<file path="src/rtl/ir_seq_pkg.sv">
// ir_seq_pkg: shared state encoding and constants for the 6502 IR fetch sequencer.
package ir_seq_pkg;
  localparam logic [1:0] ST_RST = 2'd0;
  localparam logic [1:0] ST_FET = 2'd1;
  localparam logic [1:0] ST_EXE = 2'd2;
  localparam logic [7:0] BRK_OPC = 8'h00;
  localparam int RST_CYCLES_DEF = 6;
endpackage

</file>
<file path="src/rtl/ir_seq_tcnt.sv">
// ir_seq_tcnt: T-cycle counter, also reused as the post-reset sequence counter.
module ir_seq_tcnt #(
  parameter int W = 3,
  parameter int RST_CYCLES = 6
) (
  input  logic         clk_i,
  input  logic         rst_i,
  input  logic         en_i,
  input  logic         clr_i,
  input  logic         ld1_i,
  output logic [W-1:0] cnt_o,
  output logic         tc_rst_o,
  output logic         tc_max_o
);
  // wide enough for both the T-count and the last reset-sequence value
  localparam int CW = (W > $clog2(RST_CYCLES)) ? W : $clog2(RST_CYCLES);
  localparam logic [CW-1:0] RST_LAST = CW'(RST_CYCLES - 1);
  localparam logic [CW-1:0] CNT_MAX = CW'((1 << W) - 1);
  logic [CW-1:0] cnt_q, cnt_d;
  always_comb cnt_d = clr_i ? '0 : ld1_i ? CW'(1) : en_i ? cnt_q + CW'(1) : cnt_q;
  always_ff @(posedge clk_i) begin
    if (rst_i) cnt_q <= '0;
    else cnt_q <= cnt_d;
  end
  assign cnt_o = cnt_q[W-1:0];
  assign tc_rst_o = cnt_q == RST_LAST;
  assign tc_max_o = cnt_q == CNT_MAX;
endmodule

</file>
<file path="src/rtl/ir_fetch_seq.sv">
// ir_fetch_seq: FETCH/SYNC and T-state sequencer for the 6502 IR with opcode latch.
// Define IR_SEQ_INT_EN to enable BRK injection on IRQ_PEND at fetch.
module ir_fetch_seq
  import ir_seq_pkg::*;
#(
  parameter int RST_CYCLES = RST_CYCLES_DEF,
  parameter int TCNT_W = 3
) (
  input  logic              CLK,
  input  logic              RES,
  input  logic              RDY,
  input  logic [7:0]        n_PD,
  input  logic              TRES,
  input  logic              IRQ_PEND,
  output logic              FETCH,
  output logic              SYNC,
  output logic [TCNT_W-1:0] TCNT,
  output logic [7:0]        OPC,
  output logic              OPC_VALID,
  output logic              INJ,
  output logic              IRQ_ACK,
  output logic              HANG
);
  logic [1:0] state_q, state_d;
  logic [7:0] opc_q, opc_d;
  logic inj_q, inj_d, ack_q, ack_d, hang_q, hang_d;
  logic irq, in_rst, cap, exe_go, cnt_clr, cnt_en, tc_rst, tc_max;
  logic [TCNT_W-1:0] cnt;
`ifdef IR_SEQ_INT_EN
  assign irq = IRQ_PEND;
`else
  logic unused_irq;
  assign unused_irq = IRQ_PEND;
  assign irq = 1'b0;
`endif
  always_comb begin
    in_rst = state_q == ST_RST;
    cap = (state_q == ST_FET) && RDY;
    exe_go = (state_q == ST_EXE) && RDY;
    cnt_clr = (in_rst && tc_rst) || (exe_go && (TRES || tc_max));
    cnt_en = in_rst || (exe_go && !TRES);
    state_d = (in_rst && tc_rst) ? ST_FET : cap ? ST_EXE : (exe_go && (TRES || tc_max)) ? ST_FET : state_q;
    opc_d = cap ? (irq ? BRK_OPC : ~n_PD) : opc_q;
    inj_d = cap ? irq : inj_q;
    ack_d = cap && irq;
    // overrunning TCNT_MAX without TRES forces the next fetch and latches HANG
    hang_d = hang_q || (exe_go && !TRES && tc_max);
  end
  always_ff @(posedge CLK) begin
    if (RES) begin
      state_q <= ST_RST;
      opc_q <= 8'h00;
      inj_q <= 1'b0;
      ack_q <= 1'b0;
      hang_q <= 1'b0;
    end else begin
      state_q <= state_d;
      opc_q <= opc_d;
      inj_q <= inj_d;
      ack_q <= ack_d;
      hang_q <= hang_d;
    end
  end
  ir_seq_tcnt #(.W(TCNT_W), .RST_CYCLES(RST_CYCLES)) u_tcnt (
    .clk_i(CLK),
    .rst_i(RES),
    .en_i(cnt_en),
    .clr_i(cnt_clr),
    .ld1_i(cap),
    .cnt_o(cnt),
    .tc_rst_o(tc_rst),
    .tc_max_o(tc_max)
  );
  assign FETCH = state_q == ST_FET;
  assign SYNC = FETCH;
  assign TCNT = in_rst ? '0 : cnt;
  assign OPC = opc_q;
  assign OPC_VALID = state_q == ST_EXE;
  assign INJ = inj_q;
  assign IRQ_ACK = ack_q;
  assign HANG = hang_q;
endmodule
</file>
<file path="config.mk">
export PLATFORM = sky130hd
export DESIGN_NAME = ir_fetch_seq
export DESIGN_NICKNAME = d
export VERILOG_FILES = /design/src/rtl/ir_seq_pkg.sv /design/src/rtl/ir_seq_tcnt.sv /design/src/rtl/ir_fetch_seq.sv
export SDC_FILE = /design/constraint.sdc
export NUM_CORES = 1
export LEC_CHECK = 0
export BUFFER_PORTS_ARGS = -buffer_cell sky130_fd_sc_hd__buf_2
export CAP_MARGIN = 10
export CORE_UTILIZATION = 45
export DETAILED_ROUTE_END_ITERATION = 6
export PLACE_DENSITY = 0.76
export SKIP_LAST_GASP = 1
export SYNTH_ARGS = -nofsm -noshare
export SYNTH_HDL_FRONTEND = slang
export SYNTH_SLANG_ARGS = --single-unit
export TNS_END_PERCENT = 1
</file>
<file path="constraint.sdc">
create_clock -name CLK -period 1.42 [get_ports CLK]
set_input_delay 0.284 -clock CLK [delete_from_list [all_inputs] [get_ports CLK]]
set_output_delay 0.284 -clock CLK [all_outputs]
set_load 0.01 [all_outputs]
</file>
==> results of run 1 <==
[kinds of logic after synthesis]
group / after synthesis / synth area share (%)
muxes: 1 / 1.444
buffers and inverters: 8 / 8.122
other: 1 / 0.5410
AOI/OAI and AO/OA: 15 / 23.10
DFF: 14 / 40.43
adders and majority gates: 3 / 5.416
and+or+nand+nor: 27 / 20.94
[placed cells by master, fill, tap and decap left out]
master      n
nor2_1     14
buf_2      26
nor2_2      1
mux2i_1     1
dfxtp_2     4
clkbuf_8    1
nor3_2      1
and3b_1     2
a21oi_1     1
conb_1      2
clkbuf_4    3
o21a_1      1
a21oi_2     1
a211oi_2    9
dfxtp_1    10
nand3_1     2
buf_4       4
nor2b_1     5
a31oi_1     1
inv_1       2
nand2b_4    1
ha_4        2
nand2_2     1
ha_1        1
o21ai_4     1
a2111oi_4   1
[routing by layer]
layer | GRT usage, % | vias to the layer above | routed length (microns)
li1 | - | 292 | -
met1 | 16.45 | 265 | 594
met2 | 29.30 | 18 | 720
met3 | 6.522 | 2 | 65
met4 | 9.677 | 0 | 19
met5 | 0 | - | 0
[report_power, final]
group          total, uW  internal [uW]  leakage (uW)  switching, uW
combinational        152           74.7      0.000282           77.3
sequential           442            416      0.000115           25.3
clock                285            156     0.0000210            129
total                879            647      0.000418            232
[cell type report]
class                   instances  area (sq um)  area share (%)
inverters                       2         7.507          0.8163
multi-input cells              48         411.6           44.76
repair buffers                 30         160.2           17.42
flip-flops and latches         14         285.3           31.02
clock buffers                   4         36.28           3.946
well taps                      15         18.77           2.041
[worst paths after layout]
| kind | startpoint | endpoint | slack (ns) | cells after the start |
|---|---|---|---|---|
| max reg2reg | u_tcnt.cnt_o[1] | u_tcnt.cnt_o[0] | 0.05 | 5 |
| min | n_PD[7] | OPC[7] | 0.17 | 2 |
| min reg2reg | HANG | HANG | 0.48 | 2 |
| max | state_q[0] | TCNT[2] | 0.04 | 3 |
[critical path: cells and delay by family, from the launching register on]
kind | cells | cell delay (ns)
flops | 1 | 0.37
simple gates | 2 | 0.30
buf+inv | 1 | 0.14
[registers in the layout, indices dropped and copies added (netlist names)]
register	count
HANG	1
OPC	8
u_tcnt.cnt_o	3
state_q	2
[repair_timing]
action | 4_1_cts | 5_1_grt
resized for setup | 0 | 12
hold buffers | 0 | 0
endpoints found under the setup margin | 0 | 8
[per-stage QoR]
step | util (%) | instances
after floorplan | - | 70
after global placement | 60.53 | 109
after detailed placement | 60.53 | 109
after CTS | 63.19 | 113
after global routing | 67.31 | 113
final | 67.31 | 113
==> impl_metrics.json, run 1 <==
{
  "die-area_sq_mm": 0.001701,
  "clock_sinks": 14,
  "synth_edf_count": 0,
  "synthCells": 69,
  "hold_path.class": "primary input to register",
  "fp-row-count": 13,
  "max_stage_delay_ns": 0.37,
  "layout_setup_ws_ns": 0.04306,
  "power.density_mw_per_mm2": 955.6,
  "crit_fanout": 7,
  "drcViolationCount": 0,
  "post-route-period-util_pct": 96.97,
  "cts_max_level": 1,
  "cp.arrival_ns": 1.09,
  "cts_buffer_depth": 2,
  "syn_area_sq_um": 693.2,
  "synthArstFlopShare_pct": 0,
  "netlist_top_cells_area": "dfxtp_1 40%, a211oi_2 16%, nor2_1 7.6%, ha_1 5.4%, nor2b_1 4.5%",
  "place_hpwl_microns": 945.4,
  "antenna_found_initial": 0,
  "avgSynthCellArea_sq_um": 10.05,
  "insertion_delay_ns": 0.28,
  "cp-end-kind": "output port",
  "status": "finished clean",
  "power_uw": 878.8,
  "wl_per_cell_microns": 12.38,
  "fillers": 113,
  "maxCapViolations": 0,
  "place_area_sq_um": 827.0,
  "synth_cell_types": 23,
  "drv_slew": 0,
  "core_area_sq_mm": 0.001366,
  "min_period_ns": 1.377,
  "portBuffers": 26,
  "crit_chain": "nor2_1, nor2b_1, buf_2",
  "grt_pass1_vias": 452,
  "cts_buffers": 3,
  "post_cts_buffers": 0,
  "ys_ff_latch": 14,
  "p_leak_uw": 0.0004182,
  "ant_nets": 0,
  "finalInstanceArea_sq_um": 919.6,
  "clockRootBuffer": "clkbuf_4",
  "firstDrtPassIters": 4,
  "syn_to_final_growth_pct": 32.67,
  "die_w_microns": 41.25,
  "path_class": "register to output port",
  "track_usage_pct": 16.70,
  "clkTransAtPathRegs_ns": 0.08,
  "die_h_microns": 41.25,
  "routed_wl_microns": 1399,
  "diodes": 0,
  "holdWs_ns": 0.1732,
  "setup_viol": 0,
  "synth_flop_cell": "dfxtp_1",
  "first_iter_violations": 4,
  "cp.required_ns": 1.14,
  "max_freq_mhz": 726.2,
  "initial_core_util_pct": 50.73,
  "synth_common_cells": "14 x dfxtp_1, 14 x nor2_1, 9 x a211oi_2",
  "vdd_drop_max_uv": 546.0,
  "grt_max_degree": 13,
  "drive_above_1_share_pct": 57.14,
  "finalClockSkew_ns": 0.003282,
  "yosysWarnings": 0,
  "synth_top_area_share_pct": 40.43,
  "overflow": 0,
  "start_kind": "register",
  "hold_viol": 0,
  "place_ws_ns": 0.1008,
  "tns_ns": 0,
  "viasPerCell": 5.106,
  "dr_total_vias": 577,
  "io_pins": 30,
  "rsz0062_at_grt": "yes",
  "grt_pass1_wl_microns": 1725,
  "yosys.area.top_type": "dfxtp_1",
  "num-nets-final": 115,
  "ys_seq_area_share_pct": 40.43,
  "slowest_stage": "dfxtp_2",
  "gp_congestion": 0.6315,
  "cts_tree": "yes"
}
No activity file was read; power rests on OpenSTA's default activity.
==> inputs of run 2 (changes only) <==
--- a/config.mk
+++ b/config.mk
@@ -5,12 +5,11 @@
 export SDC_FILE = /design/constraint.sdc
 export NUM_CORES = 1
 export LEC_CHECK = 0
+export ABC_CLOCK_PERIOD_IN_PS = 1420
 export BUFFER_PORTS_ARGS = -buffer_cell sky130_fd_sc_hd__buf_2
 export CAP_MARGIN = 10
-export CORE_UTILIZATION = 45
+export CORE_UTILIZATION = 35
 export DETAILED_ROUTE_END_ITERATION = 6
-export PLACE_DENSITY = 0.76
-export SKIP_LAST_GASP = 1
 export SYNTH_ARGS = -nofsm -noshare
 export SYNTH_HDL_FRONTEND = slang
 export SYNTH_SLANG_ARGS = --single-unit
==> run 2 against run 1 <==
First-iteration DRC count fell by 100%. Cell area down 2.4%. Sequential power decreased by 3%. Via count shrank 2.1%. Highest routed layer unchanged.
==> impl_metrics.json, run 2 (synthesis gave the netlist of run 1 again) <==
{
  "reg2reg_slack_ns": 0.13,
  "cp.arrival_ns": 1.01,
  "overflow": 0,
  "hold_buffers": 0,
  "place_area_sq_um": 852.1,
  "clkPwrFrac_pct": 33.2,
  "cts-resized-gates": 0,
  "comb_power_share_pct": 16.2,
  "hold_path.class": "primary input to register",
  "clkTransAtPathRegs_ns": 0.09,
  "multi_input_area_sq_um": 366.6,
  "p_leak_uw": 0.0004233,
  "power.density_mw_per_mm2": 947.7,
  "power.switching_uw": 213.1,
  "firstDrtPassIters": 1,
  "ff_latch_area_sq_um": 282.8,
  "die_w_microns": 46.50,
  "p_int_uw": 637.1,
  "io_pins": 30,
  "min_from": "n_PD[1]",
  "routed_wl_microns": 1175,
  "portBuffers": 26,
  "power_frac_seq_pct": 50.6,
  "track_usage_pct": 13.18,
  "die-area_sq_mm": 0.002162,
  "cp.required_ns": 1.14,
  "wl_met1_microns": 534,
  "gp_congestion": 0.7181,
  "wl_met2_microns": 575,
  "largest_reg_flops": 8,
  "reg2regPathDepth": 5,
  "finalInstanceArea_sq_um": 897.1,
  "place_hpwl_microns": 959.9,
  "layout_common_cells": "26 x buf_2, 13 x nor2_1, 12 x dfxtp_1",
  "routed-wl-met3_microns": 53,
  "r2r_end": "u_tcnt.cnt_o[0]",
  "clock_sinks": 14,
  "start_kind": "register",
  "swShare_pct": 25.06,
  "insertion_delay_ns": 0.27,
  "final_common_cell": "buf_2",
  "clockRootBuffer": "clkbuf_4",
  "path_class": "register to output port",
  "grt_max_degree": 14,
  "max_freq_mhz": 773.8,
  "core_area_sq_mm": 0.001783,
  "first_iter_violations": 0,
  "vdd_drop_max_uv": 382.6,
  "num-nets-final": 115,
  "maxCapViolations": 0,
  "drcViolationCount": 0,
  "grt_pass1_wl_microns": 2007,
  "antenna_found_initial": 0,
  "status": "finished clean",
  "hold_viol": 0,
  "cts_tree": "yes",
  "grt_pass1_vias": 527,
  "post_cts_buffers": 0,
  "initial_core_util_pct": 38.88,
  "top_layer": "met4",
  "setup_viol": 0,
  "rsz0062_at_grt": "no",
  "cp-end-kind": "output port",
  "post-route-period-util_pct": 91.01,
  "viasPerCell": 4.593,
  "tns_ns": 0,
  "rr_startpoint": "u_tcnt.cnt_o[0]",
  "fillers": 185,
  "cts_buffer_depth": 2,
  "drv_slew": 0,
  "fp-row-count": 15,
  "syn_to_final_growth_pct": 29.42,
  "diodes": 0,
  "wl_per_cell_microns": 9.553,
  "cts_max_level": 1,
  "crit_fanout": 4,
  "ant_nets": 0,
  "min_path_cells": 2,
  "drive_above_1_share_pct": 53.06,
  "dr_total_vias": 565,
  "die_h_microns": 46.50,
  "min_period_ns": 1.292,
  "finalClockSkew_ns": 0.002579,
  "cts_buffers": 3,
  "hold_path_end": "OPC[1]"
}
==> run 2: changes by cell type in the layout (fill, tap and decap cells not counted), moves of 2 or more <==
cell and change:
dfxtp_1 +2, dfxtp_2 -2, ha_1 +2, ha_4 -2
==> run 2: layout make-up <==
cell class | count | area share (%)
flip-flops and latches | 14 | 31.52
well taps | 25 | 3.487
inverters | 2 | 0.8368
multi-input cells | 48 | 40.86
repair buffers | 30 | 19.25
clock buffers | 4 | 4.045
==> run 2: per-layer routing <==
layer / GRT usage [%] / vias to the layer above
met1: 15.57 / 254
met4: 7.059 / 0
met3: 2.353 / 2
met5: 0 / -
li1: - / 293
met2: 22.22 / 16
==> run 2: worst max path at each step <==
stage	start	end	slack, ns
2_1_floorplan	u_tcnt.cnt_o[0]	u_tcnt.cnt_o[0]	0.15
3_3_place_gp	u_tcnt.cnt_o[0]	u_tcnt.cnt_o[0]	0.09
3_5_place_dp	u_tcnt.cnt_o[0]	u_tcnt.cnt_o[0]	0.07
4_1_cts	state_q[1]	TCNT[0]	0.003
5_1_grt	u_tcnt.cnt_o[0]	u_tcnt.cnt_o[0]	0.002
6_report	u_tcnt.cnt_o[0]	TCNT[0]	0.13
==> run 2: through the flow <==
step                power (uW)  setup slack, ns  instances  hold slack (ns)  util, %
floorplan                530.8           0.1493         70           0.3600        -
global placement         574.3          0.09097        119           0.4545    47.79
detailed placement       577.8          0.07460        119           0.4642    47.79
CTS                      862.9         0.002689        123           0.1745    49.82
global route             897.1         0.001594        123           0.1706    50.32
finish                   850.2           0.1277        123           0.1826    50.32
==> run 2: power groups by stage <==
stage | clock [uW] | combinational (uW) | sequential, uW
after detailed placement | 0 | 139 | 439
after global placement | 0 | 136 | 438
after global routing | 308 | 156 | 434
after floorplan | 0 | 89.0 | 442
after CTS | 294 | 139 | 430
final | 283 | 137 | 430
==> run 2: worst max-delay path, cell delays in order (launching register included) <==
cell and delay, ns:
dfxtp_1 0.35, buf_4 0.14, nor2b_1 0.12, buf_2 0.13
